===== config.mk =====
export PLATFORM = sky130hd
export DESIGN_NAME = rom_arbiter_flat
export DESIGN_NICKNAME = d
export VERILOG_FILES = /design/src/rtl/rom_arbiter_if.sv /design/src/rtl/rom_arbiter.sv /design/src/flat_wrapper.sv
export SDC_FILE = /design/constraint.sdc
export NUM_CORES = 1
export LEC_CHECK = 0
export CAP_MARGIN = 30
export CORE_MARGIN = 5
export CORE_UTILIZATION = 30
export CTS_CLUSTER_SIZE = 40
export DETAILED_ROUTE_END_ITERATION = 10
export HOLD_SLACK_MARGIN = 0.05
export PLACE_DENSITY = 0.71
export SYNTH_ARGS = -nofsm -noshare
export SYNTH_HDL_FRONTEND = slang
export SYNTH_SLANG_ARGS = --single-unit

===== constraint.sdc =====
create_clock -name clk -period 1.55 [get_ports clk]
set_clock_uncertainty 0.15 [all_clocks]
set_input_delay 0.2325 -clock clk [delete_from_list [all_inputs] [get_ports clk]]
set_output_delay 0.2325 -clock clk [all_outputs]
set_load 0.1 [all_outputs]

===== src/rtl/rom_arbiter_if.sv =====
// rom_arbiter_if: two-port request/response bundle plus the ROM-side read port.
interface rom_arbiter_if #(parameter int WIDTH = 32);
    logic             req0_valid, req1_valid, req0_ready, req1_ready;
    logic [WIDTH-1:0] req0_addr, req1_addr;
    logic             resp0_valid, resp1_valid, resp0_ready, resp1_ready;
    logic [WIDTH-1:0] resp0_data, resp1_data;
    logic             rom_en;
    logic [WIDTH-1:0] rom_addr, rom_rd;
    modport master (
        output req0_valid, req1_valid, req0_addr, req1_addr, resp0_ready, resp1_ready, rom_rd,
        input  req0_ready, req1_ready, resp0_valid, resp1_valid, resp0_data, resp1_data, rom_en, rom_addr
    );
    modport slave (
        input  req0_valid, req1_valid, req0_addr, req1_addr, resp0_ready, resp1_ready, rom_rd,
        output req0_ready, req1_ready, resp0_valid, resp1_valid, resp0_data, resp1_data, rom_en, rom_addr
    );
endinterface


===== src/rtl/rom_arbiter.sv =====
// rom_arbiter: round-robin sharing of one single-cycle-latency ROM between two
// requesters, each with a one-entry response buffer.
module rom_arbiter #(parameter int WIDTH = 32) (
    input logic         clk,
    input logic         rst,
    rom_arbiter_if.slave bus
);
    typedef enum logic {PORT0 = 1'b0, PORT1 = 1'b1} port_t;
    port_t            ptr, inflight_port;
    logic             inflight_valid;
    logic             buf0_valid, buf1_valid;
    logic [WIDTH-1:0] buf0_data, buf1_data;
    logic             elig0, elig1, grant0, grant1;
    // A port may reissue once its buffer is empty or being popped this cycle.
    always_comb begin
        elig0 = !rst && bus.req0_valid && !(inflight_valid && inflight_port == PORT0)
                && (!buf0_valid || bus.resp0_ready);
        elig1 = !rst && bus.req1_valid && !(inflight_valid && inflight_port == PORT1)
                && (!buf1_valid || bus.resp1_ready);
        grant0 = elig0 && (!elig1 || ptr == PORT0);
        grant1 = elig1 && !grant0;
        bus.req0_ready = grant0;
        bus.req1_ready = grant1;
        bus.rom_en = grant0 || grant1;
        bus.rom_addr = grant0 ? bus.req0_addr : grant1 ? bus.req1_addr : '0;
        bus.resp0_valid = buf0_valid && !rst;
        bus.resp1_valid = buf1_valid && !rst;
        bus.resp0_data = rst ? '0 : buf0_data;
        bus.resp1_data = rst ? '0 : buf1_data;
    end
    always_ff @(posedge clk) begin
        if (rst) begin
            ptr            <= PORT0;
            inflight_valid <= 1'b0;
            inflight_port  <= PORT0;
            buf0_valid     <= 1'b0;
            buf1_valid     <= 1'b0;
            buf0_data      <= '0;
            buf1_data      <= '0;
        end else begin
            inflight_valid <= grant0 || grant1;
            inflight_port  <= grant1 ? PORT1 : PORT0;
            if (grant0) ptr <= PORT1;
            else if (grant1) ptr <= PORT0;
            if (buf0_valid && bus.resp0_ready) buf0_valid <= 1'b0;
            if (buf1_valid && bus.resp1_ready) buf1_valid <= 1'b0;
            if (inflight_valid && inflight_port == PORT0) begin
                buf0_valid <= 1'b1;
                buf0_data  <= bus.rom_rd;
            end
            if (inflight_valid && inflight_port == PORT1) begin
                buf1_valid <= 1'b1;
                buf1_data  <= bus.rom_rd;
            end
        end
    end
endmodule


===== src/flat_wrapper.sv =====
// flat-port wrapper written by rule: the top's interface ports become plain ports
module rom_arbiter_flat 
#(parameter int WIDTH = 32)
  (clk, rst, bus_req0_valid, bus_req1_valid, bus_req0_addr, bus_req1_addr, bus_resp0_ready, bus_resp1_ready, bus_rom_rd, bus_req0_ready, bus_req1_ready, bus_resp0_valid, bus_resp1_valid, bus_resp0_data, bus_resp1_data, bus_rom_en, bus_rom_addr);
  rom_arbiter_if #(.WIDTH(WIDTH)) bus_i ();
  input logic clk;
  input logic rst;
  input wire logic [$bits(bus_i.req0_valid)-1:0] bus_req0_valid;
  input wire logic [$bits(bus_i.req1_valid)-1:0] bus_req1_valid;
  input wire logic [$bits(bus_i.req0_addr)-1:0] bus_req0_addr;
  input wire logic [$bits(bus_i.req1_addr)-1:0] bus_req1_addr;
  input wire logic [$bits(bus_i.resp0_ready)-1:0] bus_resp0_ready;
  input wire logic [$bits(bus_i.resp1_ready)-1:0] bus_resp1_ready;
  input wire logic [$bits(bus_i.rom_rd)-1:0] bus_rom_rd;
  output wire logic [$bits(bus_i.req0_ready)-1:0] bus_req0_ready;
  output wire logic [$bits(bus_i.req1_ready)-1:0] bus_req1_ready;
  output wire logic [$bits(bus_i.resp0_valid)-1:0] bus_resp0_valid;
  output wire logic [$bits(bus_i.resp1_valid)-1:0] bus_resp1_valid;
  output wire logic [$bits(bus_i.resp0_data)-1:0] bus_resp0_data;
  output wire logic [$bits(bus_i.resp1_data)-1:0] bus_resp1_data;
  output wire logic [$bits(bus_i.rom_en)-1:0] bus_rom_en;
  output wire logic [$bits(bus_i.rom_addr)-1:0] bus_rom_addr;
  assign bus_i.req0_valid = bus_req0_valid;
  assign bus_i.req1_valid = bus_req1_valid;
  assign bus_i.req0_addr = bus_req0_addr;
  assign bus_i.req1_addr = bus_req1_addr;
  assign bus_i.resp0_ready = bus_resp0_ready;
  assign bus_i.resp1_ready = bus_resp1_ready;
  assign bus_i.rom_rd = bus_rom_rd;
  assign bus_req0_ready = bus_i.req0_ready;
  assign bus_req1_ready = bus_i.req1_ready;
  assign bus_resp0_valid = bus_i.resp0_valid;
  assign bus_resp1_valid = bus_i.resp1_valid;
  assign bus_resp0_data = bus_i.resp0_data;
  assign bus_resp1_data = bus_i.resp1_data;
  assign bus_rom_en = bus_i.rom_en;
  assign bus_rom_addr = bus_i.rom_addr;
  rom_arbiter #(.WIDTH(WIDTH)) u_core (.clk(clk), .rst(rst), .bus(bus_i));
endmodule

==> impl_summary.md, run 1 <==
Pwr
Cell internal power was estimated by the tool at about 3.7 mW. The portion of total power attributed to sequential cells is 32.6%. The total power per unit cell area is ~780 nW/µm². The switching power as a share of total power is a little under two fifths. The clock network accounts for between 20 and 25% of the total power. The maximum VDD drop is 0.000434 V. The total leakage power is roughly 2.9 nW. The net switching power is 2.24 mW. The share of total power dissipated in combinational logic is approximately 45%.

Worst setup path
Among the stages of the critical path, the cell type that occurs most often is sky130_fd_sc_hd__buf_12. The cell family contributing the most delay on the critical path is buffers and inverters. STA classifies the critical path startpoint as a flip-flop. In this design, the stage delay of the slowest critical-path cell is 0.34 ns. For the worst setup path, the data arrival time is roughly 1.9 ns.

The highest fanout seen on the critical path is 13. The worst setup path is captured at an output pin. The slowest stage of the critical path belongs to the cell sky130_fd_sc_hd__dfxtp_2. The worst setup path is of the reg -> out kind. Traced cell by cell, the critical path runs through nand2b_4, nand4b_1, a31oi_4, buf_12, buf_12, a22o_2, buf_12. Data on the critical path is required at its endpoint by about 1.2 ns.

The worst path buffer plus inverter count is 3.

Global routing
The first-pass GRT wire length is 22,000 µm. Entering global routing, the biggest net connects 37 pins. The number of global-route vias before repair is 3,800. The initial antenna violation count is 0. The overall overflow remaining after global route is 0. Global routing used 22.0% of the available tracks.

Detailed routing
In the routed design, unresolved DRC markers number 0. The per-cell routed wire length is slightly above 20 µm. Dividing the detail-routed via count by the number of cells gives 4.94. The number of design-rule violations left by the first detailed-router iteration is between 150 and 200.

The routed layout has roughly 3,800 vias. The total iterations of the first detailed-routing run is 4. Once detail routing completed, the nets flagged for antenna violations numbered 0. After detailed routing, the total wire length is 15,600 µm.

Floorplanning
The total die area is between 10,000 and 15,000 µm². The initial utilization of the core area, before any placement, comes to roughly 30%. The width of the die is 114 µm.

The region available for standard cell placement spans 10,400 µm². The number of ports placed on the die boundary is 203. From bottom edge to top edge, the die measures 114 µm. The number of placement rows is 37.

Timing
The relative max-transition margin is roughly three quarters. The time the worst path needs with I/O delays and setup is about 2.2 ns. The final max-slew violation count is 0. Setup repair after global routing could not meet its margin everywhere. In the finished design, the share of the clock period the worst path needs comes to 144%. The worst-margin pin slew is about 0.39 ns.

The worst hold slack after final layout is between 0.15 and 0.2 ns. The number of failing hold endpoints at the final stage is 0. The setup-violating endpoint count in the final report is 35. Setup slack on the critical path of the routed design comes to -0.685 ns.

After routing, the total negative slack on setup checks comes to -22.94 ns. The fmax is between 400 and 500 MHz.

Run status
The run finished, with violations left. The final reports fail on setup timing.

CTS
CTS saw 69 sinks. The clock tree synthesis step divided the H-tree into 3 levels. The TritonCTS clock tree is yes. The number of clock buffers added by TritonCTS is 9. The maximum clock path buffer count is 2. The root buffer cell is sky130_fd_sc_hd__clkbuf_8. The clock-pin slew on the worst setup and hold paths is roughly 0.080 ns.

The clock latency on the worst-skew pair is between 0.3 and 0.4 ns.

Placed design
The wire-length estimate of the detail-placed layout is between 10,000 and 15,000 µm. The final weighted congestion in routability-driven placement is slightly below 1. The count of input and output buffers is 202.

Run
The max-cap check violation count is 0.

Final layout
The final core utilization is between 70% and 80%. The layout overhead on the synthesized area is 136%. The post-route netlist has about two fifths of its cells at a drive strength greater than 1. The repair_antennas step left the layout with diodes totalling 0.

The number of nets at the end of the flow is ~730.

Synth
The number of warning messages in the yosys log is 0. Summing the areas of all fa, ha and maj instances in the mapped netlist gives 0% of the synthesized area. Sequential cells were found to cover roughly 43% of the synthesized design area. The post-synthesis mux area share is 0%. The post-synthesis compound-gate area fraction is about a fifth. The mean post-synth cell area is roughly 7.7 µm². Of the total synthesized cell area, the portion taken by XOR and XNOR cells is 0%. The combinational family with the most area after synthesis is simple AND/OR/NAND/NOR gates. Of the total synthesized cell area, the portion taken by AND, OR, NAND and NOR gates is a little under a third. Counting every net in the synthesized netlist gives about 520.

The post-synthesis instance area is about 3200 µm². The cell count after synthesis came out at roughly 420. In this run, synthesis produced a sequential element count of between 60 and 70.

The number of library cell types mapped by synthesis is 25.

Worst hold path
The tightest min-delay check is of the in -> reg type.
## power groups by stage
stage          sequential (mW)  clock [mW]  combinational [mW]
2_1_floorplan             1.94           0                1.42
3_3_place_gp              1.95           0                2.38
3_5_place_dp              1.95           0                2.40
4_1_cts                   1.92        1.36                2.54
5_1_grt                   1.93        1.42                2.73
6_report                  1.92        1.32                2.65
## cells in the final DEF, fill, tap and decap left out, types with 2 or more instances in the layout
master / n
sky130_fd_sc_hd__a22o_4: 29
sky130_fd_sc_hd__nor2b_1: 3
sky130_fd_sc_hd__buf_4: 14
sky130_fd_sc_hd__dlygate4sd2_1: 2
sky130_fd_sc_hd__nor2b_4: 30
sky130_fd_sc_hd__dfxtp_1: 64
sky130_fd_sc_hd__nand2b_4: 2
sky130_fd_sc_hd__dfxtp_4: 2
sky130_fd_sc_hd__clkbuf_8: 11
sky130_fd_sc_hd__clkbuf_16: 4
sky130_fd_sc_hd__buf_12: 106
sky130_fd_sc_hd__a21oi_1: 66
sky130_fd_sc_hd__clkdlybuf4s50_1: 98
sky130_fd_sc_hd__a22o_2: 3
sky130_fd_sc_hd__nand2_1: 128
sky130_fd_sc_hd__buf_6: 10
sky130_fd_sc_hd__dfxtp_2: 3
sky130_fd_sc_hd__clkinv_2: 3
sky130_fd_sc_hd__buf_16: 3
sky130_fd_sc_hd__nor2b_2: 35
## metrics by stage
step	worst slack, ns	power [mW]	instances	instance area (µm²)
6_report	-0.685	5.89	772	7590
5_1_grt	-0.726	6.09	772	7590
4_1_cts	-0.690	5.82	764	7310
3_5_place_dp	-0.702	4.36	740	6690
3_3_place_gp	-0.692	4.33	740	6690
2_1_floorplan	-0.750	3.36	416	3480
## Yosys cell counts
cell type / instances / share of area, %
sky130_fd_sc_hd__nand4b_1: 1 / 0.27
sky130_fd_sc_hd__nand2_2: 1 / 0.19
sky130_fd_sc_hd__clkbuf_8: 1 / 0.43
sky130_fd_sc_hd__buf_6: 3 / 1.0
sky130_fd_sc_hd__and3_4: 1 / 0.35
sky130_fd_sc_hd__buf_1: 2 / 0.23
sky130_fd_sc_hd__nand2b_1: 2 / 0.39
sky130_fd_sc_hd__a22o_2: 3 / 0.93
sky130_fd_sc_hd__clkbuf_1: 25 / 2.9
sky130_fd_sc_hd__nor2_1: 2 / 0.23
sky130_fd_sc_hd__and2_1: 1 / 0.19
sky130_fd_sc_hd__o21ai_0: 2 / 0.31
sky130_fd_sc_hd__a31oi_4: 1 / 0.66
sky130_fd_sc_hd__buf_2: 5 / 0.78
sky130_fd_sc_hd__nor3_1: 1 / 0.16
sky130_fd_sc_hd__nand3b_2: 1 / 0.35
sky130_fd_sc_hd__nand2_1: 128 / 15
sky130_fd_sc_hd__and3b_1: 1 / 0.27
sky130_fd_sc_hd__nor2_4: 1 / 0.35
sky130_fd_sc_hd__nor3_4: 1 / 0.51
sky130_fd_sc_hd__a22o_1: 29 / 7.9
sky130_fd_sc_hd__a21oi_1: 66 / 10
sky130_fd_sc_hd__a31oi_1: 1 / 0.19
sky130_fd_sc_hd__nor2b_1: 68 / 13
sky130_fd_sc_hd__dfxtp_1: 69 / 43
## logic make-up after synthesis
group	count (synthesis)
DFF	69
buffers and inverters	36
and+or+nand+nor	209
AOI/OAI and AO/OA	102
## area by class of cell
type | count | area (µm²)
well taps | 136 | 170
flip-flops and latches | 69 | 1390
clock inverters | 4 | 22.5
multi-input cells | 311 | 2270
repair buffers | 240 | 3580
clock buffers | 12 | 155
fillers | 696 | 2830
## per-layer routing
layer	up-vias	GRT usage (%)	share of wire (%)	routed length (µm)
li1	1801	-	-	-
met1	1812	22.9	36	5600
met2	166	40.1	52	8040
met3	37	7.32	8.7	1360
met4	0	9.46	3.9	606
met5	-	0	0	0
## flip-flops by register name (all words and copies together) (netlist names)
name / flops
u_core.inflight_port: 1
u_core.ptr: 1
u_core.buf1_data: 32
u_core.buf1_valid: 1
u_core.buf0_valid: 1
u_core.buf0_data: 32
u_core.inflight_valid: 1
## final timing paths
path                           endpoint  slack [ns]                  from  cells past startpoint
setup reg to reg  u_core.inflight_valid        0.07     u_core.buf0_valid                      7
hold reg to reg    u_core.buf0_data[28]        0.30  u_core.buf0_data[28]                      2
hold / removal        u_core.buf1_valid        0.19       bus_resp1_ready                      3
setup / recovery       bus_rom_addr[18]       -0.68     u_core.buf1_valid                      7
## worst reg2reg max path: cells and delay by family (launching register included)
family                 cells  cell delay [ns]
AOI/OAI and AO/OA          1             0.15
and+or+nand+nor            2             0.29
DFF                        1             0.33
buffers and inverters      4             0.47
## what timing repair did
action	4_1_cts	5_1_grt
hold endpoints to repair	3	0
setup endpoints to repair	95	76
gates cloned	3	5
buffers inserted	4	5
hold buffers	1	0
gates resized for setup	98	30
pin swaps	2	12
Power figures use the tool's default switching activity.
==> inputs of run 2 (changes only) <==
CTS_CLUSTER_SIZE = 28   (was 40)
==> results of run 2 <==
The final DEF is identical to that of run 1; final timing and power are the same.
==> inputs of run 3 (changes only) <==
==> constraint.sdc (replaced) <==
create_clock -name clk -period 1.55 [get_ports clk]
set_clock_uncertainty 0.15 [all_clocks]
set_input_delay 0.31 -clock clk [delete_from_list [all_inputs] [get_ports clk]]
set_output_delay 0.31 -clock clk [all_outputs]
set_load 0.1 [all_outputs]
==> run 3 against run 2 <==
Against the previous run:
- the run still ends with setup timing left
- wire length up 14%
- count of clock-buffer cells in the layout down 2
- cell count up 4.3%
- largest power group unchanged
- clock power up 26%
- first-iteration DRC count up 13%
- sequential cell count unchanged
- cell area up 9.8%
- via count up 7.1%
==> impl_summary.md, run 3 (synthesis gave the netlist of run 1 again) <==
Run status
Result of the run: finished with violations (unchanged). Violations in the final reports: setup timing (unchanged).

Detailed routing
The number of design-rule violations left by the first detailed-router iteration is 182 (was 161). The residual DRC count came to 0 (unchanged). The overall via count from detail_route is 4,088 (was 3,816). The via count normalized by instance count is 5.08 (was 4.94).

The per-cell routed wire length is 22.1 µm (was 20.2 µm). The final routed wirelength across all metal layers is 17,800 µm (was 15,600 µm). The total iterations of the first detailed-routing run is 5 (was 4). The number of routed nets with antenna violations is 0 (unchanged).

Floorplanning
The number of placement rows is 37 (unchanged). The width of the die is 114 µm (unchanged). The total die area is 12,900 µm² (unchanged).

The starting utilization of the core area came to 30.9% (unchanged). The number of ports placed on the die boundary is 203 (unchanged). The vertical die dimension is 114 µm (unchanged).

The placeable core area is 10,400 µm² (unchanged).

Placed design
The count of input and output buffers is 202 (unchanged). The final weighted congestion in routability-driven placement was 0.849 (was 0.985). The post-place instance area is 7230 µm² (was 6690 µm²). The worst slack at placement is -0.854 ns (was -0.702 ns). The half-perimeter wire length after placement came to 9960 µm (was 10,400 µm).

Final layout
The share of final-layout standard cells stronger than drive strength 1 is 45.3% (was 41.8%). Largest registers: u_core.buf0_data (32), u_core.buf1_data (32) (unchanged). The number of nets at the end of the flow is 765 (was 733).

The layout overhead on the synthesized area is 159% (was 136%). Leading cell types in the layout, fill and taps excluded: 128 x sky130_fd_sc_hd__nand2_1, 111 x sky130_fd_sc_hd__buf_12, 96 x sky130_fd_sc_hd__clkdlybuf4s50_1 (was 128 x sky130_fd_sc_hd__nand2_1, 106 x sky130_fd_sc_hd__buf_12, 98 x sky130_fd_sc_hd__clkdlybuf4s50_1). The multi-input logic area is 2500 µm² (was 2270 µm²). The register area is 1390 µm² (unchanged). The most common cell after layout, fill and taps aside is sky130_fd_sc_hd__nand2_1 (unchanged). The summed area of non-filler cells in the final layout is 8330 µm² (was 7590 µm²).

The number of fill cells is 583 (was 696).

CTS
The number of clock sinks seen by CTS is 69 (unchanged). The clock-pin slew on the worst setup and hold paths is 0.07 ns (was 0.08 ns). The H-tree depth reported by CTS came to 3 (unchanged).

The cts-stage hold buffer count came to 0 (was 1). The maximum clock path buffer count came to 2 (unchanged). The total CTS buffers came to 9 (unchanged). The clock latency on the worst-skew pair is 0.33 ns (about the same). The root buffer cell is sky130_fd_sc_hd__clkbuf_8 (unchanged). The TritonCTS clock tree is yes (unchanged).

Timing
The setup slack after layout came to -0.864 ns (was -0.685 ns). The number of failing hold endpoints at the final stage is 0 (unchanged). The share of the clock period used by the worst path is 156% (was 144%).

The final max-slew violation count is 0 (unchanged). The fmax is 414 MHz (was 448 MHz). The setup-violating endpoint count in the final report was 83 (was 35). The worst-margin pin slew is 0.393 ns (was 0.395 ns). The relative max-transition margin is 73.8% (was 73.7%). The time the worst path needs with I/O delays and setup is 2.41 ns (was 2.23 ns).

Unrepaired setup endpoints after global routing: yes (unchanged). The worst hold slack after final layout is 0.279 ns (was 0.188 ns). The summed negative setup slack over all endpoints came to -36.60 ns (was -22.94 ns).

Worst setup path
The element type at the critical path start is a flip-flop (unchanged). The highest fanout seen on the critical path is 12 (was 13). The cell depth of the worst flop-to-flop path is 4 (was 7). The start point of the critical path is u_core.buf1_valid (unchanged). The endpoint required time on the critical path is 1.09 ns (was 1.17 ns).

The worst flop-to-flop path endpoint is u_core.buf0_data[2] (was u_core.inflight_valid). The category of the most critical setup path is reg -> out (unchanged). The setup slack on the worst flop-to-flop path is 0.07 ns (about the same).

The capturing element type of the critical path is an output pin (unchanged). The startpoint of the worst-slack reg-to-reg timing path was u_core.inflight_valid (was u_core.buf0_valid). The worst path arrival time is 1.95 ns (was 1.85 ns).

Global routing
The global routing usage summed across all routing layers was 23.1% (was 22.0%). The number of global-route vias before repair is 4,245 (was 3,800). The maximum number of pins on one net before global-route repair is 48 (was 37). The overall overflow remaining after global route was 0 (unchanged).

The first-pass GRT wire length came to 23,600 µm (was 22,000 µm). The initial antenna violation count is 2 (was 0).

Pwr
The power after layout came to 6.47 mW (was 5.89 mW). The net switching power came to 2.39 mW (was 2.24 mW). The cell internal power dissipation is 4.08 mW (was 3.65 mW). The proportion of power drawn by combinational gates came to 44.5% (was 45.0%). The total leakage power was 3.21 nW (was 2.90 nW). The switching power as a share of total power is 37.0% (was 38.0%). The clock network power share came to 25.6% (was 22.4%). The total power per unit cell area is 777 nW/µm² (was 776 nW/µm²). The maximum VDD drop is 0.000522 V (was 0.000434 V). The portion of total power attributed to sequential cells came to 29.9% (was 32.6%).

Worst hold path
The worst hold endpoint is u_core.buf1_valid (unchanged). The launch point of the worst hold path is bus_resp1_ready (unchanged). The worst hold path stage count is 3 (unchanged). The class of the most critical hold timing path is in -> reg (unchanged).

Run
The max-cap check violation count came to 0 (unchanged).
-- run 3: area by class of cell --
| type | instances | share of cell area (%) |
|---|---|---|
| Timing Repair Buffer | 272 | 48.6 |
| Clock inverter | 5 | 1.01 |
| Multi-Input combinational cell | 311 | 30.0 |
| Clock buffer | 10 | 1.65 |
| Sequential cell | 69 | 16.7 |
| Antenna cell | 2 | 0.0601 |
| Tap cell | 136 | 2.04 |
-- run 3: through the flow --
step / std cells / util (%)
after floorplan: 416 / -
after global placement: 740 / 69.4
after detailed placement: 740 / 69.4
after CTS: 783 / 77.3
after global routing: 805 / 80.0
final: 805 / 80.0
-- run 3: layer usage --
layer / wire length, µm / track usage (%) / share of wire (%) / vias to the layer above
met5: 0 / 0 / 0 / -
met4: 773 / 5.93 / 4.3 / 0
met3: 1140 / 5.41 / 6.4 / 48
met2: 9570 / 45.2 / 54 / 195
met1: 6290 / 24.5 / 35 / 1979
li1: - / - / - / 1866
-- run 3: worst max-delay path, cell delays in order (launching register included) --
cell	delay, ns
sky130_fd_sc_hd__dfxtp_2	0.35
sky130_fd_sc_hd__nand2b_4	0.08
sky130_fd_sc_hd__nand4b_1	0.24
sky130_fd_sc_hd__a31oi_4	0.34
sky130_fd_sc_hd__buf_6	0.25
sky130_fd_sc_hd__a22o_4	0.18
sky130_fd_sc_hd__buf_12	0.17
-- run 3: how the worst max path moves through the flow --
stage / slack (ns) / cells after the start / to
5_1_grt: -0.88 / 7 / bus_rom_addr[20]
2_1_floorplan: -0.46 / 6 / bus_rom_addr[22]
3_3_place_gp: -0.78 / 7 / bus_rom_addr[0]
4_1_cts: -0.77 / 8 / bus_rom_addr[17]
6_report: -0.86 / 6 / bus_rom_addr[7]
3_5_place_dp: -0.85 / 7 / bus_rom_addr[31]
-- run 3: what timing repair did --
item / 4_1_cts / 5_1_grt
setup buffers: 20 / 23
resized for setup: 49 / 16
gates cloned: 9 / 8
pin swaps: 8 / 10
hold endpoints to repair: 0 / 0
setup endpoints to repair: 96 / 106
-- run 3: power by group through the flow --
stage / clock network, mW / logic (mW) / registers [mW]
after floorplan: 0 / 1.57 / 1.95
after global placement: 0 / 2.49 / 1.96
after detailed placement: 0 / 2.52 / 1.96
after CTS: 1.66 / 2.75 / 1.93
after global routing: 1.75 / 2.96 / 1.94
final: 1.66 / 2.88 / 1.93
